[config.mk]
export PLATFORM = sky130hd
export DESIGN_NAME = alu_result_fifo
export DESIGN_NICKNAME = d
export VERILOG_FILES = /design/src/rtl/alu_pkg.sv /design/src/rtl/sync_fifo_fwft.sv /design/src/rtl/alu_result_fifo.sv
export SDC_FILE = /design/constraint.sdc
export NUM_CORES = 1
export LEC_CHECK = 0
export BUFFER_PORTS_ARGS = -buffer_cell sky130_fd_sc_hd__clkbuf_2
export CORE_MARGIN = 2
export CORE_UTILIZATION = 55
export DETAILED_ROUTE_END_ITERATION = 10
export PLACE_DENSITY = 0.81
export SYNTH_ARGS = -nofsm -noshare
export SYNTH_HDL_FRONTEND = slang
export SYNTH_HIERARCHICAL = 1
export SYNTH_SLANG_ARGS = --single-unit
[constraint.sdc]
create_clock -name clk -period 2.67 [get_ports clk]
set_input_delay 0.267 -clock clk [delete_from_list [all_inputs] [get_ports clk]]
set_output_delay 0.267 -clock clk [all_outputs]
set_load 0.05 [all_outputs]
[src/rtl/alu_pkg.sv]
// Shared ALU definitions: opcodes, widths and the field layout of a packed result entry.
package alu_pkg;

    localparam int RES_W = 4;
    localparam int OP_W  = 2;

    localparam logic [OP_W-1:0] OP_ADD = 2'b00;
    localparam logic [OP_W-1:0] OP_SUB = 2'b01;
    localparam logic [OP_W-1:0] OP_AND = 2'b10;
    localparam logic [OP_W-1:0] OP_OR  = 2'b11;

    // Packed entry layout {op, zero, cout, res} at default widths
    localparam int RES_LSB  = 0;
    localparam int COUT_BIT = 4;
    localparam int ZERO_BIT = 5;
    localparam int OP_LSB   = 6;

endpackage

[src/rtl/sync_fifo_fwft.sv]
// Generic show-ahead FIFO: head entry is visible on rd_data one cycle after it is written,
// rd_data reads as zero while empty, clr flushes synchronously with priority over push/pop.
module sync_fifo_fwft #(
    parameter int WIDTH = 8,
    parameter int DEPTH = 4,
    localparam int PTR_W = $clog2(DEPTH),
    localparam int LVL_W = PTR_W + 1
) (
    input  logic             clk,
    input  logic             rst_n,
    input  logic             clr,
    input  logic             wr_en,
    input  logic [WIDTH-1:0] wr_data,
    output logic             full,
    input  logic             rd_en,
    output logic [WIDTH-1:0] rd_data,
    output logic             empty,
    output logic [LVL_W-1:0] level
);

    logic [WIDTH-1:0] mem [DEPTH];
    logic [PTR_W-1:0] wr_ptr;
    logic [PTR_W-1:0] rd_ptr;
    logic             push;
    logic             pop;

    // Status comes from registered level only, so full never depends on the reader.
    assign full    = (level == LVL_W'(DEPTH));
    assign empty   = (level == '0);
    assign push    = wr_en && !full && !clr;
    assign pop     = rd_en && !empty && !clr;
    assign rd_data = empty ? '0 : mem[rd_ptr];

    // Storage array; contents are don't-care until written, so no reset.
    always_ff @(posedge clk) begin
        if (push) mem[wr_ptr] <= wr_data;
    end

    // Pointers wrap naturally at DEPTH (power of two); level tracks occupancy separately.
    always_ff @(posedge clk or negedge rst_n) begin
        if (!rst_n) begin
            wr_ptr <= '0;
            rd_ptr <= '0;
            level  <= '0;
        end else if (clr) begin
            wr_ptr <= '0;
            rd_ptr <= '0;
            level  <= '0;
        end else begin
            if (push) wr_ptr <= wr_ptr + PTR_W'(1);
            if (pop)  rd_ptr <= rd_ptr + PTR_W'(1);
            if (push && !pop)      level <= level + LVL_W'(1);
            else if (pop && !push) level <= level - LVL_W'(1);
        end
    end

endmodule

[src/rtl/alu_result_fifo.sv]
// ALU result buffer: packs {op, zero, cout, res} into one word, queues it in a show-ahead
// FIFO, and tracks accepted results and dropped offers.
module alu_result_fifo
    import alu_pkg::*;
#(
    parameter int DEPTH = 4,
    parameter int RES_W = alu_pkg::RES_W,
    parameter int OP_W  = alu_pkg::OP_W,
    localparam int DATA_W = OP_W + 2 + RES_W,
    localparam int LVL_W  = $clog2(DEPTH) + 1
) (
    input  logic              clk,
    input  logic              rst_n,
    input  logic              clr,
    input  logic              in_valid,
    output logic              in_ready,
    input  logic [RES_W-1:0]  in_res,
    input  logic              in_cout,
    input  logic [OP_W-1:0]   in_op,
    output logic              out_valid,
    input  logic              out_ready,
    output logic [DATA_W-1:0] out_data,
    output logic [LVL_W-1:0]  level,
    output logic              overflow,
    output logic [7:0]        push_count
);

    logic              full;
    logic              empty;
    logic              push;
    logic [DATA_W-1:0] entry;

    // Zero flag is evaluated on the incoming result at push time.
    assign entry     = {in_op, (in_res == '0), in_cout, in_res};
    assign in_ready  = !full;
    assign out_valid = !empty;
    assign push      = in_valid && in_ready && !clr;

    sync_fifo_fwft #(
        .WIDTH(DATA_W),
        .DEPTH(DEPTH)
    ) u_fifo (
        .clk    (clk),
        .rst_n  (rst_n),
        .clr    (clr),
        .wr_en  (in_valid),
        .wr_data(entry),
        .full   (full),
        .rd_en  (out_ready),
        .rd_data(out_data),
        .empty  (empty),
        .level  (level)
    );

    // Sticky drop flag and wrapping accept counter; clr wins over any same-cycle event.
    always_ff @(posedge clk or negedge rst_n) begin
        if (!rst_n) begin
            overflow   <= 1'b0;
            push_count <= '0;
        end else if (clr) begin
            overflow   <= 1'b0;
            push_count <= '0;
        end else begin
            if (in_valid && !in_ready) overflow <= 1'b1;
            if (push) push_count <= push_count + 8'd1;
        end
    end

endmodule

; Word level (Yosys, flattened, before mapping)
; Memories as Yosys holds them, arrays and structs flattened.
; Index checks and enable logic that the tools add are counted.
[classes]
n_eq_ne = 1
n_addsub = 5
n_reduce_logical = 18
muxes = 14
[ops]
columns = operator, n
row1 = $mux W8, 3
row2 = $mux W3, 3
row3 = $add A8 B1 Y8 const B, 1
row4 = $mux W2, 4
row5 = $logic_and A1 B1 Y1, 7
row6 = $reduce_bool A2 Y1, 3
row7 = $logic_not A1 Y1, 5
row8 = $add A2 B1 Y2 const B, 2
row9 = $logic_not A4 Y1, 1
row10 = $mux W1, 4
row11 = $add A3 B1 Y3 const B, 1
row12 = $eq A3 B3 Y1 const B, 1
row13 = $logic_not A3 Y1, 1
row14 = $reduce_bool A3 Y1, 1
row15 = $sub A3 B1 Y3 const B, 1
[word_totals]
mem_bits_rw = 32
regBits = 16
elab_cells = 44
memories = 1
output_inout_bits = 22
inputBits = 12
[mem_list]
columns = name, words, word_bits, rd, rd_clocked_by_memory_dff, wr, line_no
row1 = u_fifo.mem, 4, 8, 1, 0, 1, sync_fifo_fwft.sv:21  ; logic [WIDTH-1:0] mem [DEPTH];

; Logic depth before layout (Yosys ltp)
; Gate-level depths: netlist (run 1).
[logic_depth]
word_depth = 9
depth_mapped = 10
depth_no_buf = 9

; By module
; Netlist (run 1), hierarchy kept.
[modules_own_cells]
columns = mod, n_inst, area_each_um2, seq_area_each_um2, cells_each
row1 = sync_fifo_fwft, 1, 1856.8, 1136.1, 115
row2 = alu_result_fifo, 1, 493.0, 225.2, 48

; Least setup slack after synthesis (run 1)
; Ideal clock, no wire load.
[synth_timing]
kind = register -> register
startpoint = register u_fifo.level[2]
endpoint = register u_fifo.level[1]
slack_ns = 0.066
stages_incl_launch_ff = 10
synth_period_minus_slack_ns = 2.604
path_buffers = 1
t_arrival_ns = 2.510
t_required_ns = 2.576
setup_time_ns = 0.094
cell_sequence = dfrtp_1 > buf_4 > nor3b_2 > nand2b_2 > nor2_2 > and2_2 > fa_1 > a311oi_1 > o21ai_0 > a211oi_1
[synth_via]
elab_cells_between_ends = 15
cone_classes = 1 x eq/ne / 2 x mux / 12 x reduce/logical
[synth_rtl]
columns = item, line_no
row1 = "start, declared", sync_fifo_fwft.sv:18  ; output logic [LVL_W-1:0] level
row2 = "start signal, assigned", sync_fifo_fwft.sv:52  ; if (push && !pop) level <= level + LVL_W'(1);
row3 = "start signal, assigned", sync_fifo_fwft.sv:53  ; else if (pop && !push) level <= level - LVL_W'(1);
row4 = $eq A3 B3 Y1 (*), sync_fifo_fwft.sv:28  ; assign full = (level == LVL_W'(DEPTH));
row5 = via full, alu_result_fifo.sv:28  ; logic full;
row6 = $logic_not A1 Y1 (*), sync_fifo_fwft.sv:30  ; assign push = wr_en && !full && !clr;
row7 = $logic_and A1 B1 Y1 (*) (2 in a row), sync_fifo_fwft.sv:30
row8 = $logic_and A1 B1 Y1 or $logic_not A1 Y1 (tied branches), "sync_fifo_fwft.sv:52, sync_fifo_fwft.sv:53"
row9 = $mux W3 or $logic_and A1 B1 Y1 (tied branches), "sync_fifo_fwft.sv:52, sync_fifo_fwft.sv:53"
row10 = $mux W3 or $reduce_bool A3 Y1 (tied branches), --
; Mark *: on every way through the listed nets, which the timed path passes. The rest lies on a longest branch.
; A chain may end at the register's enable or synchronous reset.

; Final worst setup path (run 1)
[layout_timing]
startpoint = register u_fifo.level[0]
endpoint = register u_fifo.level[1]
[layout_via]
elab_chain_len = 8
elab_cells_between_ends = 18
cone_classes = 2 x add/sub / 1 x eq/ne / 3 x mux / 12 x reduce/logical
[layout_rtl]
columns = item
row1 = "parallel branches: the longest is 8 deep, another holds $sub A3 B1 Y3"
; Several ways; the timed one is not identified. The select of a mux whose other input is x is not followed.

==> results.py, run 1 <==
metrics = {
    "clocking": {
        "path_clk_slew_ns": 0.08,
        "cts_tree": "yes",
        "numCtsBuffers": 5,
        "clockRootBuffer": "clkbuf_8",
        "clock_latency_ns": 0.29,
        "cts_buffer_depth": 2,
        "cts_sinks": 48,
        "cts-htree-levels": 2,
    },
    "die": {
        "fp.dieH_um": 69.36,
        "die-area_sq_mm": 0.004811,
        "dieWidth_um": 69.36,
        "rows": 23,
        "start_util": 0.5791,
        "core_sq_mm": 0.004058,
        "pin_count": 34,
    },
    "layout": {
        "finish.utilization": 0.6466,
        "drive_gt1_frac": 0.3383,
        "nets": 218,
        "fill_cells": 305,
        "area_delta_synth_final_pct": 11.66,
        "diodes": 0,
        "fin_area_sq_mm": 0.002624,
        "seq_area_sq_mm": 0.001361,
        "final_cells": 251,
        "multiInputGateArea_sq_um": 867.1,
    },
    "synthesis": {
        "ys_async_sr_fraction": 0.3333,
        "syn_avg_cell_area_sq_um": 14.42,
        "ys_seq_elements": 48,
        "synth_edf_count": 32,
        "syn-instance-count": 163,
        "ys.warnings.count": 6,
        "ys.flop_type": "edfxtp_1",
        "netlist-cell-type-count": 49,
        "syn_area_sq_mm": 0.002350,
        "syn_nets": 181,
        "seq_area_frac_synth": 0.5793,
    },
    "global_route": {
        "grt_use_met2": 0.3066,
        "antenna_found_initial": 0,
        "grt_pass1_vias": 1359,
        "grt_busiest_layer": "met2",
        "use_met1": 0.2228,
        "track_usage": 0.1797,
        "grt_pass1_wl_um": 6679,
        "globalRoute.totalOverflow": 0,
        "met3_usage": 0.04797,
        "grt_max_degree": 20,
    },
    "setup_path": {
        "crit_required_ns": 2.88,
        "path_depth": 7,
        "cp_slowest_cell": "dfrtp_1",
        "cp.buffers_inverters": 0,
        "r2r-start": "u_fifo/level[0]",
        "crit_type": "flop to flop",
        "reg2reg_slack_ns": 0.23,
        "worstPathArrival_ns": 2.65,
        "crit_end": "u_fifo/level[1]",
        "reg2regPathDepth": 7,
        "critPathLaunchType": "flop",
        "crit_chain": "or3_4 > nand2_4 > and2_2 > fa_1 > a311oi_1 > o21ai_0 > a211oi_1",
        "cpLargestDelayFamily": "simple AND/OR/NAND/NOR gates",
        "cp-end-kind": "flop",
        "reg2reg_to": "u_fifo/level[1]",
        "cp_slowest_stage_delay_ns": 0.50,
        "crit_fanout": 11,
        "startpoint": "u_fifo/level[0]",
    },
    "job": {
        "cap_violations": 0,
    },
    "hold_path": {
        "min_path_type": "input port to flop",
    },
    "sta": {
        "finalCriticalPeriod_ns": 2.444,
        "layout_setup_ws_ns": 0.2260,
        "worst_pin_slew_ns": 0.5824,
        "period_share": 0.9153,
        "setup-tns-final_ns": 0,
        "finalSetupViolCount": 0,
        "relSlewSlack": 0.6081,
        "clock_skew_ns": 0.005271,
        "rsz0062_at_grt": "no",
        "finalHoldViolCount": 0,
        "fin_hold_ws_ns": 0.1886,
        "finalMaxSlewViolations": 0,
        "fmax_ghz": 0.4092,
    },
    "run_status": {
        "outcome": "completed",
    },
    "placed_design": {
        "dp_slack_ns": 0.1247,
        "placed_cell_area_sq_mm": 0.002502,
        "place.port_buffers": 33,
        "place_congestion": 0.8903,
        "place_hpwl_um": 2904,
        "place_inst": 239,
    },
    "power_and_ir_drop": {
        "vdd_ir_drop_max_mv": 0.3884,
        "p_leak_nw": 1.092,
        "finalPower_mw": 2.154,
        "powerDensity_mw_per_mm2": 821.1,
    },
    "detailed_routing": {
        "detailroute.via_count": 1403,
        "via_per_inst": 5.590,
        "ant_nets": 0,
        "drtIter0Drc": 124,
        "wl_um": 4122,
        "post-route-drc-count": 0,
        "wl_per_cell_um": 16.42,
        "drt_first_pass_iters": 5,
    },
}
==> per-layer routing <==
metal  vias up  part of all wire
met1       701              0.42
met4         0             0.013
li1        663                 -
met5         -                 0
met2        35              0.52
met3         4             0.046
==> placed cells by master, fill, tap and decap left out, types with 2 or more instances in the layout <==
cell type and count:
or3_1 2, nand3_1 3, and2_1 4, o21ai_0 3, dfrtp_1 16, nor2_1 11, and2_2 9, clkbuf_2 33
nor2b_1 5, clkinv_2 2, o22ai_1 2, mux4_2 4, a21oi_1 5, mux2i_1 3, edfxtp_1 32, inv_1 10
buf_4 5, clkbuf_8 5, mux4_1 4, nand2_1 4, nand3b_1 2, nor3_1 2, ha_1 5, xnor2_1 4
mux2_1 2
==> sequential cells by signal, indices dropped and copies added (netlist names) <==
register	cells
overflow	1
push_count	8
u_fifo/level	3
u_fifo/mem	32
u_fifo/rd_ptr	2
u_fifo/wr_ptr	2
==> where the power goes <==
part	internal, mW	switching, mW
clock network	0.178	0.223
logic	0.288	0.536
registers	0.850	0.0799
total	1.32	0.838
==> cells by family (layout without fill, tap and decap cells) <==
logic type	count (synthesis)	count (layout)	share of synthesized area
AND/OR/NAND/NOR	54	54	0.1518
flip-flops	48	48	0.5793
adder cells (fa/ha/maj)	6	6	0.03514
XOR/XNOR	6	6	0.02556
multiplexers	14	14	0.1102
buffers and inverters	19	57	0.05431
AO/OA/AOI/OAI	16	16	0.04366
==> worst reg2reg max path, delay by kind of cell, from the launching register on <==
kind | cells | cell delay, ns
flip-flops | 1 | 0.50
adder cells (fa/ha/maj) | 1 | 0.43
AO/OA/AOI/OAI | 3 | 0.66
AND/OR/NAND/NOR | 3 | 0.76
==> layout make-up <==
class                      instances  share of cell area
clock inverter                     3            0.005246
tap                               50             0.02384
clock buffer                       5             0.02623
sequential                        48              0.5188
multi-input combinational         96              0.3305
timing repair buffer              39             0.08107
inverter                          10             0.01431
==> worst min-delay path by stage <==
| stage | start | cells past startpoint | to | slack [ns] |
|---|---|---|---|---|
| after floorplan | rst_n | 0 | overflow | -0.03 |
| after global placement | rst_n | 1 | overflow | 0.21 |
| after detailed placement | rst_n | 1 | push_count[2] | 0.22 |
| after CTS | in_op[0] | 1 | u_fifo/mem[2][6] | 0.18 |
| after global routing | in_cout | 1 | u_fifo/mem[3][4] | 0.18 |
| final | in_op[0] | 1 | u_fifo/mem[1][6] | 0.19 |
==> repair_timing <==
item / in CTS / in global routing
setup endpoints to repair: 0 / 1
hold buffers: 1 / 0
resized for setup: 0 / 1
hold endpoints to repair: 16 / 0
buffers inserted: 0 / 3
==> cells in the mapped netlist (2+ instances only) <==
cell,number,area (sq um)
mux4_2,4,90.09
mux4_1,4,105.1
mux2_1,2,22.52
and2_2,9,67.56
ha_1,5,62.56
edfxtp_1,32,960.9
nand3_1,3,15.01
nor3_1,2,10.01
buf_4,2,15.01
nand3b_1,2,15.01
xnor2_1,4,35.03
inv_1,10,37.54
nand2_1,4,15.01
and2_1,4,25.02
or3_1,2,12.51
nor2b_1,5,31.28
o21ai_0,3,15.01
a21oi_1,5,25.02
o22ai_1,2,12.51
buf_6,3,33.78
nor2_1,11,41.29
mux2i_1,3,30.03
dfrtp_1,16,400.4
No activity file was read; power rests on OpenSTA's default activity.
==> run 2: changes to the inputs <==
--- a/config.mk
+++ b/config.mk
@@ -6,11 +6,10 @@
 export NUM_CORES = 1
 export LEC_CHECK = 0
 export BUFFER_PORTS_ARGS = -buffer_cell sky130_fd_sc_hd__clkbuf_2
-export CORE_MARGIN = 2
+export CORE_MARGIN = 5
 export CORE_UTILIZATION = 55
 export DETAILED_ROUTE_END_ITERATION = 10
 export PLACE_DENSITY = 0.81
 export SYNTH_ARGS = -nofsm -noshare
 export SYNTH_HDL_FRONTEND = slang
-export SYNTH_HIERARCHICAL = 1
 export SYNTH_SLANG_ARGS = --single-unit
==> results.py, run 2 <==
metrics = {
    "run_status": {
        "outcome": "completed",
    },
    "synthesis": {
        "synth_top_area_frac": 0.4286,
        "netlist.top_cell.by_area": "edfxtp_1",
        "netlist-cell-type-count": 41,
        "ys.flop_type": "edfxtp_1",
        "synth_common_cells": "edfxtp_1, dfrtp_1, a21oi_1",
        "syn-instance-count": 158,
        "seq_area_frac_synth": 0.6071,
        "ys_seq_elements": 48,
        "ys.warnings.count": 0,
        "yosysMostFrequentCell": "edfxtp_1",
        "syn_avg_cell_area_sq_um": 14.19,
        "synth_edf_count": 32,
        "ys_async_sr_fraction": 0.3333,
        "syn_nets": 176,
        "syn_area_sq_mm": 0.002242,
        "yosys-top-cells-area": "edfxtp_1, dfrtp_1, mux4_2",
    },
    "power_and_ir_drop": {
        "vdd_ir_drop_max_mv": 0.5681,
        "p_leak_nw": 1.007,
        "powerDensity_mw_per_mm2": 942.5,
    },
    "clocking": {
        "cts_buffer_depth": 2,
        "numCtsBuffers": 5,
        "path_clk_slew_ns": 0.09,
        "clockRootBuffer": "clkbuf_8",
        "cts_tree": "yes",
        "cts_sinks": 48,
        "clock_latency_ns": 0.30,
        "cts-htree-levels": 2,
    },
    "sta": {
        "worst_pin_slew_ns": 0.6814,
        "setup-tns-final_ns": 0,
        "finalHoldViolCount": 0,
        "finalMaxSlewViolations": 0,
        "finalSetupViolCount": 0,
        "fmax_ghz": 0.4333,
        "relSlewSlack": 0.5415,
        "rsz0062_at_grt": "no",
        "finalCriticalPeriod_ns": 2.308,
        "clock_skew_ns": 0.004373,
        "period_share": 0.8643,
    },
    "setup_path": {
        "critPathLaunchType": "flop",
        "r2r-start": "u_fifo.level[0]",
        "crit_type": "flop to flop",
        "crit_chain": "nor3b_4 > inv_2 > nand2_1 > nor3b_1 > fa_1 > o311a_1 > a211oi_1",
        "crit_required_ns": 2.88,
        "cp_slowest_stage_delay_ns": 0.51,
        "crit_fanout": 10,
        "startpoint": "u_fifo.level[0]",
        "worstPathArrival_ns": 2.52,
        "cp-end-kind": "flop",
        "cp_slowest_cell": "dfrtp_1",
    },
    "global_route": {
        "globalRoute.totalOverflow": 0,
        "grt_pass1_wl_um": 7258,
        "grt_max_degree": 25,
        "grt_pass1_vias": 1450,
        "track_usage": 0.1818,
        "antenna_found_initial": 0,
    },
    "layout": {
        "drive_gt1_frac": 0.3163,
        "final_common_cell": "clkbuf_2",
        "largest_register_ffs": 32,
        "diodes": 0,
        "reg_top3": "u_fifo.mem x32, push_count x8, u_fifo.level x3",
        "most-common-layout-cells": "clkbuf_2, edfxtp_1, dfrtp_1",
        "area_delta_synth_final_pct": 13.28,
        "nets": 213,
        "final_cells": 246,
        "regMostFlops": "u_fifo.mem",
    },
    "die": {
        "rows": 23,
        "pin_count": 34,
        "die-area_sq_mm": 0.005454,
        "dieWidth_um": 73.85,
        "start_util": 0.5646,
        "fp.dieH_um": 73.85,
        "core_sq_mm": 0.003971,
    },
    "detailed_routing": {
        "ant_nets": 0,
        "detailroute.via_count": 1452,
        "drtIter0Drc": 71,
        "drt_first_pass_iters": 4,
        "via_per_inst": 5.902,
        "post-route-drc-count": 0,
        "wl_um": 4352,
        "wl_per_cell_um": 17.69,
    },
    "placed_design": {
        "place.port_buffers": 33,
        "place_inst": 236,
        "place_congestion": 0.9151,
        "place_hpwl_um": 3113,
    },
    "hold_path": {
        "hold_path.startpoint": "in_op[1]",
        "min_path_type": "input port to flop",
    },
    "job": {
        "cap_violations": 0,
    },
}
run 2: cell count changes in the layout (fill, tap and decap cells not counted), sizes merged, moves of 4 or more:
cell,change
xnor2,-4
o31ai,+6
and2,-5
o21ai,+4
nor2,-4
nor2b,-4
a21oi,+5
nor3b,+5
run 2: cell type report:
type	instances	area (sq um)
Clock buffer	5	68.82
Tap cell	50	62.56
Fill cell	310	1431
Timing Repair Buffer	39	212.7
Inverter	8	30.03
Clock inverter	3	18.77
Sequential cell	48	1361
Multi-Input combinational cell	93	785.8
run 2: logic make-up (layout without fill, tap and decap cells):
group | after synthesis | after routing | synth area share
xor gates and xnor gates | 2 | 2 | 0.007814
DFF | 48 | 48 | 0.6071
and+or+nand+nor | 43 | 43 | 0.1205
buffers and inverters | 17 | 55 | 0.04241
muxes | 11 | 11 | 0.09654
adders and majority gates | 6 | 6 | 0.03683
AOI/OAI and AO/OA | 31 | 31 | 0.08873
run 2: timing repair:
item | in CTS | in global routing
gates resized for setup | 0 | 0
setup endpoints to repair | 0 | 1
hold endpoints to repair | 16 | 0
buffers inserted | 0 | 1
hold buffers | 1 | 0
run 2: worst paths after layout:
kind / endpoint / slack, ns / cells past startpoint
worst max-delay path: u_fifo.level[2] / 0.36 / 7
worst min-delay path: u_fifo.mem[0][7] / 0.19 / 1
worst max register to register: u_fifo.level[2] / 0.36 / 7
worst min register to register: overflow / 0.53 / 2
max in group asynchronous: push_count[4] / 1.94 / 2
min in group asynchronous: push_count[0] / 0.43 / 2
run 2: where the power goes:
| part | switching, mW | leakage [nW] | total (mW) | internal (mW) |
|---|---|---|---|---|
| clock network | 0.240 | 0.0479 | 0.423 | 0.183 |
| logic | 0.675 | 0.450 | 0.992 | 0.317 |
| registers | 0.120 | 0.509 | 0.979 | 0.859 |
run 2: per-layer routing:
layer	vias up	track usage	routed length [um]
met3	4	0.04651	174
li1	677	-	-
met5	-	0	0
met4	0	0.06640	55
met2	38	0.3022	2244
met1	733	0.2288	1878
run 2: critical path, delay by kind of cell, from the launching register on:
kind / cells / cell delay, ns
flops: 1 / 0.51
buf+inv: 1 / 0.11
compound gates: 2 / 0.56
fa+ha+maj: 1 / 0.44
simple gates: 3 / 0.60
run 2: per-stage QoR:
stage               hold slack, ns  cell area (sq um)  total power, mW  setup WS, ns  utilization
global route                0.1813               2540            2.523        0.2033       0.6396
detailed placement          0.2226               2435            1.990        0.1214       0.6131
global placement            0.2092               2435            1.955        0.2509       0.6131
CTS                         0.1848               2532            2.410       0.08985       0.6377
floorplan                 -0.02859               2242            1.781        0.1488            -
finish                      0.1938               2540            2.394        0.3624       0.6396
